$ cat src/rtl/tt_sel_seq.sv
// Design-select sequencer: accepts a target address, then drives sel_rst_n / sel_inc
// so the controller's address counter lands on it, and finally applies the requested ena.
module tt_sel_seq #(
    parameter int ADDR_W   = 10,
    parameter int MAX_ADDR = 1023,
    parameter int PW_W     = 8
) (
    input  logic              clk,
    input  logic              rst_n,
    input  logic              req_valid,
    output logic              req_ready,
    input  logic [ADDR_W-1:0] req_addr,
    input  logic              req_ena,
    input  logic [PW_W-1:0]   cfg_pulse_len,
    output logic              sel_rst_n,
    output logic              sel_inc,
    output logic              ena,
    output logic              busy,
    output logic              done,
    output logic              err,
    output logic [ADDR_W-1:0] cur_addr,
    output logic              cur_valid
);

    typedef enum logic [2:0] {
        IDLE,
        RST,
        GAP,
        INC_H,
        INC_L,
        FIN
    } state_t;

    // One extra bit so the range check stays meaningful when MAX_ADDR is all ones.
    localparam logic [ADDR_W:0] MAX_WIDE = (ADDR_W + 1)'(MAX_ADDR);

    state_t            state;
    logic [PW_W-1:0]   phase_cnt;
    logic [PW_W-1:0]   len_m1;
    logic [ADDR_W-1:0] inc_cnt;
    logic [ADDR_W-1:0] addr_lat;
    logic              ena_lat;

    logic              phase_end;
    logic              addr_bad;
    logic [PW_W-1:0]   start_len_m1;

    assign req_ready    = (state == IDLE) && rst_n;
    assign phase_end    = (phase_cnt == '0);
    assign addr_bad     = ({1'b0, req_addr} > MAX_WIDE);
    assign start_len_m1 = (cfg_pulse_len == '0) ? '0 : cfg_pulse_len - PW_W'(1);

    // Phase counter holds L-1 and counts down, so L = 2^PW_W-1 fits without overflow.
    always_ff @(posedge clk) begin
        if (!rst_n) begin
            state     <= IDLE;
            sel_rst_n <= 1'b1;
            sel_inc   <= 1'b0;
            ena       <= 1'b0;
            busy      <= 1'b0;
            done      <= 1'b0;
            err       <= 1'b0;
            cur_addr  <= '0;
            cur_valid <= 1'b0;
            phase_cnt <= '0;
            len_m1    <= '0;
            inc_cnt   <= '0;
            addr_lat  <= '0;
            ena_lat   <= 1'b0;
        end else begin
            done <= 1'b0;
            err  <= 1'b0;
            case (state)
                IDLE: begin
                    if (req_valid) begin
                        if (addr_bad) begin
                            err <= 1'b1;
                        end else begin
                            addr_lat  <= req_addr;
                            ena_lat   <= req_ena;
                            len_m1    <= start_len_m1;
                            phase_cnt <= start_len_m1;
                            sel_rst_n <= 1'b0;
                            busy      <= 1'b1;
                            ena       <= 1'b0;
                            cur_valid <= 1'b0;
                            state     <= RST;
                        end
                    end
                end
                RST: begin
                    if (phase_end) begin
                        sel_rst_n <= 1'b1;
                        phase_cnt <= len_m1;
                        inc_cnt   <= addr_lat;
                        state     <= GAP;
                    end else begin
                        phase_cnt <= phase_cnt - PW_W'(1);
                    end
                end
                GAP: begin
                    if (phase_end) begin
                        if (inc_cnt == '0) begin
                            done      <= 1'b1;
                            ena       <= ena_lat;
                            cur_addr  <= addr_lat;
                            cur_valid <= 1'b1;
                            state     <= FIN;
                        end else begin
                            sel_inc   <= 1'b1;
                            phase_cnt <= len_m1;
                            state     <= INC_H;
                        end
                    end else begin
                        phase_cnt <= phase_cnt - PW_W'(1);
                    end
                end
                INC_H: begin
                    if (phase_end) begin
                        sel_inc   <= 1'b0;
                        phase_cnt <= len_m1;
                        state     <= INC_L;
                    end else begin
                        phase_cnt <= phase_cnt - PW_W'(1);
                    end
                end
                INC_L: begin
                    if (phase_end) begin
                        inc_cnt <= inc_cnt - ADDR_W'(1);
                        if (inc_cnt == ADDR_W'(1)) begin
                            done      <= 1'b1;
                            ena       <= ena_lat;
                            cur_addr  <= addr_lat;
                            cur_valid <= 1'b1;
                            state     <= FIN;
                        end else begin
                            sel_inc   <= 1'b1;
                            phase_cnt <= len_m1;
                            state     <= INC_H;
                        end
                    end else begin
                        phase_cnt <= phase_cnt - PW_W'(1);
                    end
                end
                FIN: begin
                    busy  <= 1'b0;
                    state <= IDLE;
                end
                default: begin
                    state <= IDLE;
                end
            endcase
        end
    end

endmodule
$ cat config.mk
export PLATFORM = sky130hd
export DESIGN_NAME = tt_sel_seq
export DESIGN_NICKNAME = d
export VERILOG_FILES = /design/src/rtl/tt_sel_seq.sv
export SDC_FILE = /design/constraint.sdc
export NUM_CORES = 1
export LEC_CHECK = 0
export ABC_AREA = 1
export BUFFER_PORTS_ARGS = -buffer_cell sky130_fd_sc_hd__buf_4
export CAP_MARGIN = 20
export CORE_MARGIN = 1.5
export CORE_UTILIZATION = 34
export DETAILED_ROUTE_END_ITERATION = 10
export HOLD_SLACK_MARGIN = 0.06
export PLACE_DENSITY_LB_ADDON = 0.3
export SLEW_MARGIN = 20
export SYNTH_ARGS = -nofsm -noshare
export SYNTH_HDL_FRONTEND = slang
export SYNTH_SLANG_ARGS = --single-unit
$ cat constraint.sdc
create_clock -name clk -period 2.97 [get_ports clk]
set_clock_uncertainty 0.15 [all_clocks]
set_input_delay 0 -clock clk [delete_from_list [all_inputs] [get_ports clk]]
set_output_delay 0 -clock clk [all_outputs]
set_load 0.005 [all_outputs]
== Word-level counts from Yosys, hierarchy flattened ==
Cells that the tools add are included.

* Register bits after elaboration: 56
* Input port bits: 22
* Output and inout bits: 18
* Word-level logic and storage cells: 105

* $add $sub $neg: 3
* Equality and inequality tests: 17
* Mux-type cells: 50
* Reductions and logical operators: 22

{| class="wikitable"
|+ Operator list
! kind !! count
|-
| 10-bit 2-to-1 mux || 6
|-
| 8-bit 2-to-1 mux || 7
|-
| 10-bit case mux with 2 select lines || 2
|-
| 8-bit case mux with 4 select lines || 1
|-
| 3-bit 2-to-1 mux || 7
|-
| 1-bit 2-to-1 mux || 20
|-
| 2-bit != test (second input constant) || 9
|-
| 8-bit logical NOT || 2
|-
| 8-bit by 1-bit subtractor with 8-bit output (second input constant) || 2
|-
| 3-bit case mux with 5 select lines || 1
|-
| 6-bit AND reduction || 2
|-
| 10-bit by 1-bit == test with 1-bit output (second input constant) || 1
|-
| 10-bit logical NOT || 1
|-
| 5-bit AND reduction || 2
|-
| 10-bit by 1-bit subtractor with 10-bit output (second input constant) || 1
|-
| 1-bit case mux with 3 select lines || 3
|-
| 2-bit nonzero test || 4
|-
| 3-bit by 2-bit == test with 1-bit output (second input constant) || 2
|-
| 3-bit == test (second input constant) || 2
|-
| 3-bit != test (second input constant) || 2
|-
| 1-bit case mux with 2 select lines || 3
|-
| 3-bit AND reduction || 2
|-
| 3-bit nonzero test || 2
|-
| 2-bit AND reduction || 2
|-
| other kinds (6) || 6
|}

== Depth between registers and ports, before layout ==
* Depth in word-level cells: 4
* Mapped depth: 12
* Depth with buffers taken out: 11

== Worst setup path after synthesis ==
No wires, ideal clock.

* Kind: reg-to-reg
* Start point: register inc_cnt[0]
* End point: register cur_addr[0]
* Setup time: 0.070 ns
* Data arrival time: 1.406 ns
* Required time: 2.750 ns
* Slack: 1.345 ns
* Cell stages (with the launch flop): 12
* Buffers on the path: 1
* Clock period less this slack: 1.625 ns
* Cell sequence: dfxtp_1 inv_1 ha_1 nand2_2 nor2_4 nand2_2 nand2_2 nand3_2 buf_6 nand2_1 nand2_1 a21oi_1

* Longest elaborated chain between the ends: 3
* Elaborated cells between the ends (all ways): 5
* Those cells by class: eq/ne (3); reduce/logical (2)

{| class="wikitable"
|+ Ends and longest elaborated chain
! what !! line !! RTL
|-
| start: declaration || 40 || <nowiki>logic [ADDR_W-1:0] inc_cnt;</nowiki>
|-
| start signal: assignment || 95 || <nowiki>inc_cnt <= addr_lat;</nowiki>
|-
| start signal: assignment || 129 || <nowiki>inc_cnt <= inc_cnt - ADDR_W'(1);</nowiki>
|-
| 10-bit by 1-bit == test with 1-bit output / 10-bit logical NOT (equally long branches) || 130, 103 ||
|-
| 2-bit != test (no source line) || -- ||
|-
| 5-bit AND reduction (no source line) (*) || -- ||
|-
| end signal: assignment || 106 || <nowiki>cur_addr <= addr_lat;</nowiki>
|-
| end signal: assignment || 133 || <nowiki>cur_addr <= addr_lat;</nowiki>
|-
| end: declaration || 21 || <nowiki>output logic [ADDR_W-1:0] cur_addr,</nowiki>
|}

Every way passes the cells marked *; elsewhere a longest branch is shown, timed or not.
A chain may end at the register's enable or synchronous reset.

== Worst setup path after layout ==
* Start point: input cfg_pulse_len[2]
* End point: register len_m1[7]

* Longest elaborated chain between the ends: 2
* Elaborated cells between the ends (all ways): 3
* Those cells by class: add/sub (1); mux (1); reduce/logical (1)

{| class="wikitable"
|+ Ends and longest elaborated chain
! what !! line !! RTL
|-
| start: declaration || 14 || <nowiki>input logic [PW_W-1:0] cfg_pulse_len,</nowiki>
|-
| 8-bit by 1-bit subtractor with 8-bit output / 8-bit logical NOT (equally long branches) || 51 || <nowiki>assign start_len_m1 = (cfg_pulse_len == '0) ? '0 : cfg_pulse_len - PW_W'(1);</nowiki>
|-
| 8-bit 2-to-1 mux (*) || 51 ||
|-
| end signal: assignment || 81 || <nowiki>len_m1 <= start_len_m1;</nowiki>
|-
| end: declaration || 39 || <nowiki>logic [PW_W-1:0] len_m1;</nowiki>
|}

Marked as above.

==> impl_metrics.json <==
{
  "path_clk_slew_ns": 0.11,
  "synth-edff-count": 0,
  "endpoint_kind": "flop",
  "cts_buffers": 5,
  "antenna_found_initial": 0,
  "gp_congestion": 0.780,
  "hp-class": "reg2reg",
  "ioPinCount": 40,
  "reg2regPathDepth": 7,
  "drtAntennaViolNets": 0,
  "hold_violations": 0,
  "critical_path_class": "in2reg",
  "synthAdderAreaFrac": 0.0238,
  "setup_viol": 0,
  "initial_utilization": 0.357,
  "clk_latency_ns": 0.32,
  "clkSinkCount": 56,
  "viasPerCell": 4.89,
  "globalRouteTotalUtil": 0.159,
  "htreeDepth": 2,
  "crit_path_max_fanout": 13,
  "power_mw": 3.23,
  "synth.distinct_cells": 32,
  "core_area_sq_um": 8850,
  "dieArea_sq_um": 9880,
  "startpoint_type": "primary input",
  "crit_required_ns": 3.04,
  "final_layout_size_suffix_gt1_frac": 0.136,
  "ys.flop_type": "dfxtp_1",
  "die_h_um": 99.4,
  "diodes": 0,
  "root_buffer": "clkbuf_8",
  "drv_slew": 0,
  "grt_first_pass_wirelength_mm": 13.2,
  "dpl.hpwl_mm": 5.44,
  "via_count": 3254,
  "grt_pass1_vias": 2958,
  "reg2reg_to": "addr_lat[3]",
  "post-cts-setup-buffer-count": 0,
  "synth_xor_area_frac": 0.0111,
  "areaGrowthSynthToFinish_pct": 25.8,
  "power_density_nw_per_um2": 813,
  "synth.area.top_cells": "dfxtp_1 35%, nand2_1 14%, a21oi_1 8.2%, inv_1 7.0%, o21ai_0 6.7%",
  "synthMuxAreaShare": 0,
  "cp.arrival_ns": 2.78,
  "synthArstFlopShare": 0,
  "synth.most_common_cell": "nand2_1",
  "grt_max_degree": 44,
  "portBuffers": 38,
  "setup_tns_ns": 0,
  "cts_tree": "done",
  "p_leak_nw": 1.88,
  "max_slew_margin": 0.648,
  "syn_area_per_cell_sq_um": 6.46,
  "status": "completed",
  "syn_area_sq_um": 3160,
  "synth_seq_cells": 56,
  "drt_iter0_markers": 159,
  "wire_per_inst_um": 12.0,
  "ir_drop_mv": 0.509,
  "clock_path_buffers": 2,
  "min_period_over_period": 0.912,
  "synth_top_family_by_area": "simple AND/OR/NAND/NOR gates",
  "cp-endpoint": "len_m1[7]",
  "fin_nets": 585,
  "max_freq_mhz": 369,
  "row_count": 34,
  "reg2reg_slack_ns": 0.39,
  "routed_wl_mm": 7.97,
  "fillers": 902,
  "synth_common_cells": "119 x nand2_1, 59 x inv_1, 56 x dfxtp_1",
  "drt_pass1_iterations": 4,
  "synth_compound_area_frac": 0.170,
  "critPathLaunch": "cfg_pulse_len[2]",
  "synth-simple-area-share": 0.325,
  "die_width_um": 99.4,
  "yosys_warnings": 0,
  "rsz0062_at_grt": "no",
  "holdWs_ns": 0.328,
  "period_needed_ns": 2.71,
  "overflow": 0,
  "synthDominantCellAreaShare": 0.355,
  "yosysTopAreaCell": "dfxtp_1",
  "r2r_start": "state[1]",
  "syn_inst": 489,
  "post-route-drc-count": 0,
  "tightest_slew_ns": 0.527,
  "seq_area_frac_synth": 0.355,
  "syn-num-nets": 517,
  "drv_cap": 0
}
==> kinds of logic after synthesis <==
family / Yosys count
AOI/OAI and AO/OA: 102
DFF: 56
buffers and inverters: 83
and+or+nand+nor: 237
xor gates and xnor gates: 4
adders and majority gates: 6
other: 1
==> cells in the final DEF (no fill, tap or decap), drive strengths merged <==
master / instances
nand2: 128
inv: 65
nor2: 63
dfxtp: 56
a21oi: 53
o21ai: 45
dlygate4sd3: 40
buf: 38
nand3: 34
nand4: 9
ha: 6
clkbuf: 5
xor2: 4
clkinvlp: 3
nor3: 2
nor3b: 1
o211ai: 1
a22oi: 1
o31ai: 1
a31oi: 1
conb: 1
clkinv: 1
==> sequential cells by signal (all words and copies together) (netlist names) <==
name	cells
cur_valid	1
ena	1
sel_inc	1
busy	1
ena_lat	1
cur_addr	10
done	1
phase_cnt	8
len_m1	8
state	3
sel_rst_n	1
addr_lat	10
inc_cnt	10
==> how the worst min path moves through the flow <==
stage,from,end,slack (ns),cells after the start
2_1_floorplan,req_addr[1],addr_lat[1],0.04,2
3_3_place_gp,req_addr[5],addr_lat[5],0.13,3
3_5_place_dp,req_addr[5],addr_lat[5],0.14,3
4_1_cts,cur_valid,cur_valid,0.33,2
5_1_grt,ena_lat,ena_lat,0.35,2
6_report,cur_valid,cur_valid,0.33,2
==> stage by stage <==
step | setup WS (ns) | util | area (sq um) | std cells
floorplan | 1.34 | - | 3160 | 489
global placement | 0.876 | 0.391 | 3460 | 617
detailed placement | 0.790 | 0.391 | 3460 | 617
CTS | 0.242 | 0.448 | 3960 | 665
global route | 0.0403 | 0.449 | 3970 | 666
finish | 0.262 | 0.449 | 3970 | 666
==> power by group <==
part | switching (mW) | internal, mW | total (mW)
Sequential | 0.125 | 0.940 | 1.07
Combinational | 1.08 | 0.627 | 1.71
Clock | 0.284 | 0.174 | 0.458
Total | 1.49 | 1.74 | 3.23
==> critical path: stages <==
cell	delay [ns]
dlygate4sd3_1	0.53
buf_4	0.14
nor2_1	0.23
nand4_1	0.43
nand3_1	0.21
dlygate4sd3_1	0.58
a21oi_1	0.08
dlygate4sd3_1	0.57
==> what timing repair did <==
action                                 CTS  global route
setup endpoints to repair                0             9
resized for setup                        0             2
hold buffers                            40             0
endpoints found under the hold margin   44             0
==> area by class of cell <==
type | instances | area, sq um | area share
multi-input cells | 350 | 1680 | 0.423
well taps | 108 | 135 | 0.0340
repair buffers | 78 | 686 | 0.173
flip-flops and latches | 56 | 1120 | 0.282
repair inverters | 1 | 5.00 | 0.00126
inverters | 65 | 248 | 0.0623
clock buffers | 5 | 68.8 | 0.0173
clock inverters | 3 | 27.5 | 0.00693
==> layer usage <==
layer	up-vias	part of all wire	GRT usage	wire, um
met5	-	0	0	0
met3	9	0.028	0.0218	227
met4	0	0.0077	0.0347	61
li1	1691	-	-	-
met1	1502	0.46	0.202	3650
met2	52	0.51	0.286	4030
Note: power is estimated with default switching activity, not from simulation.
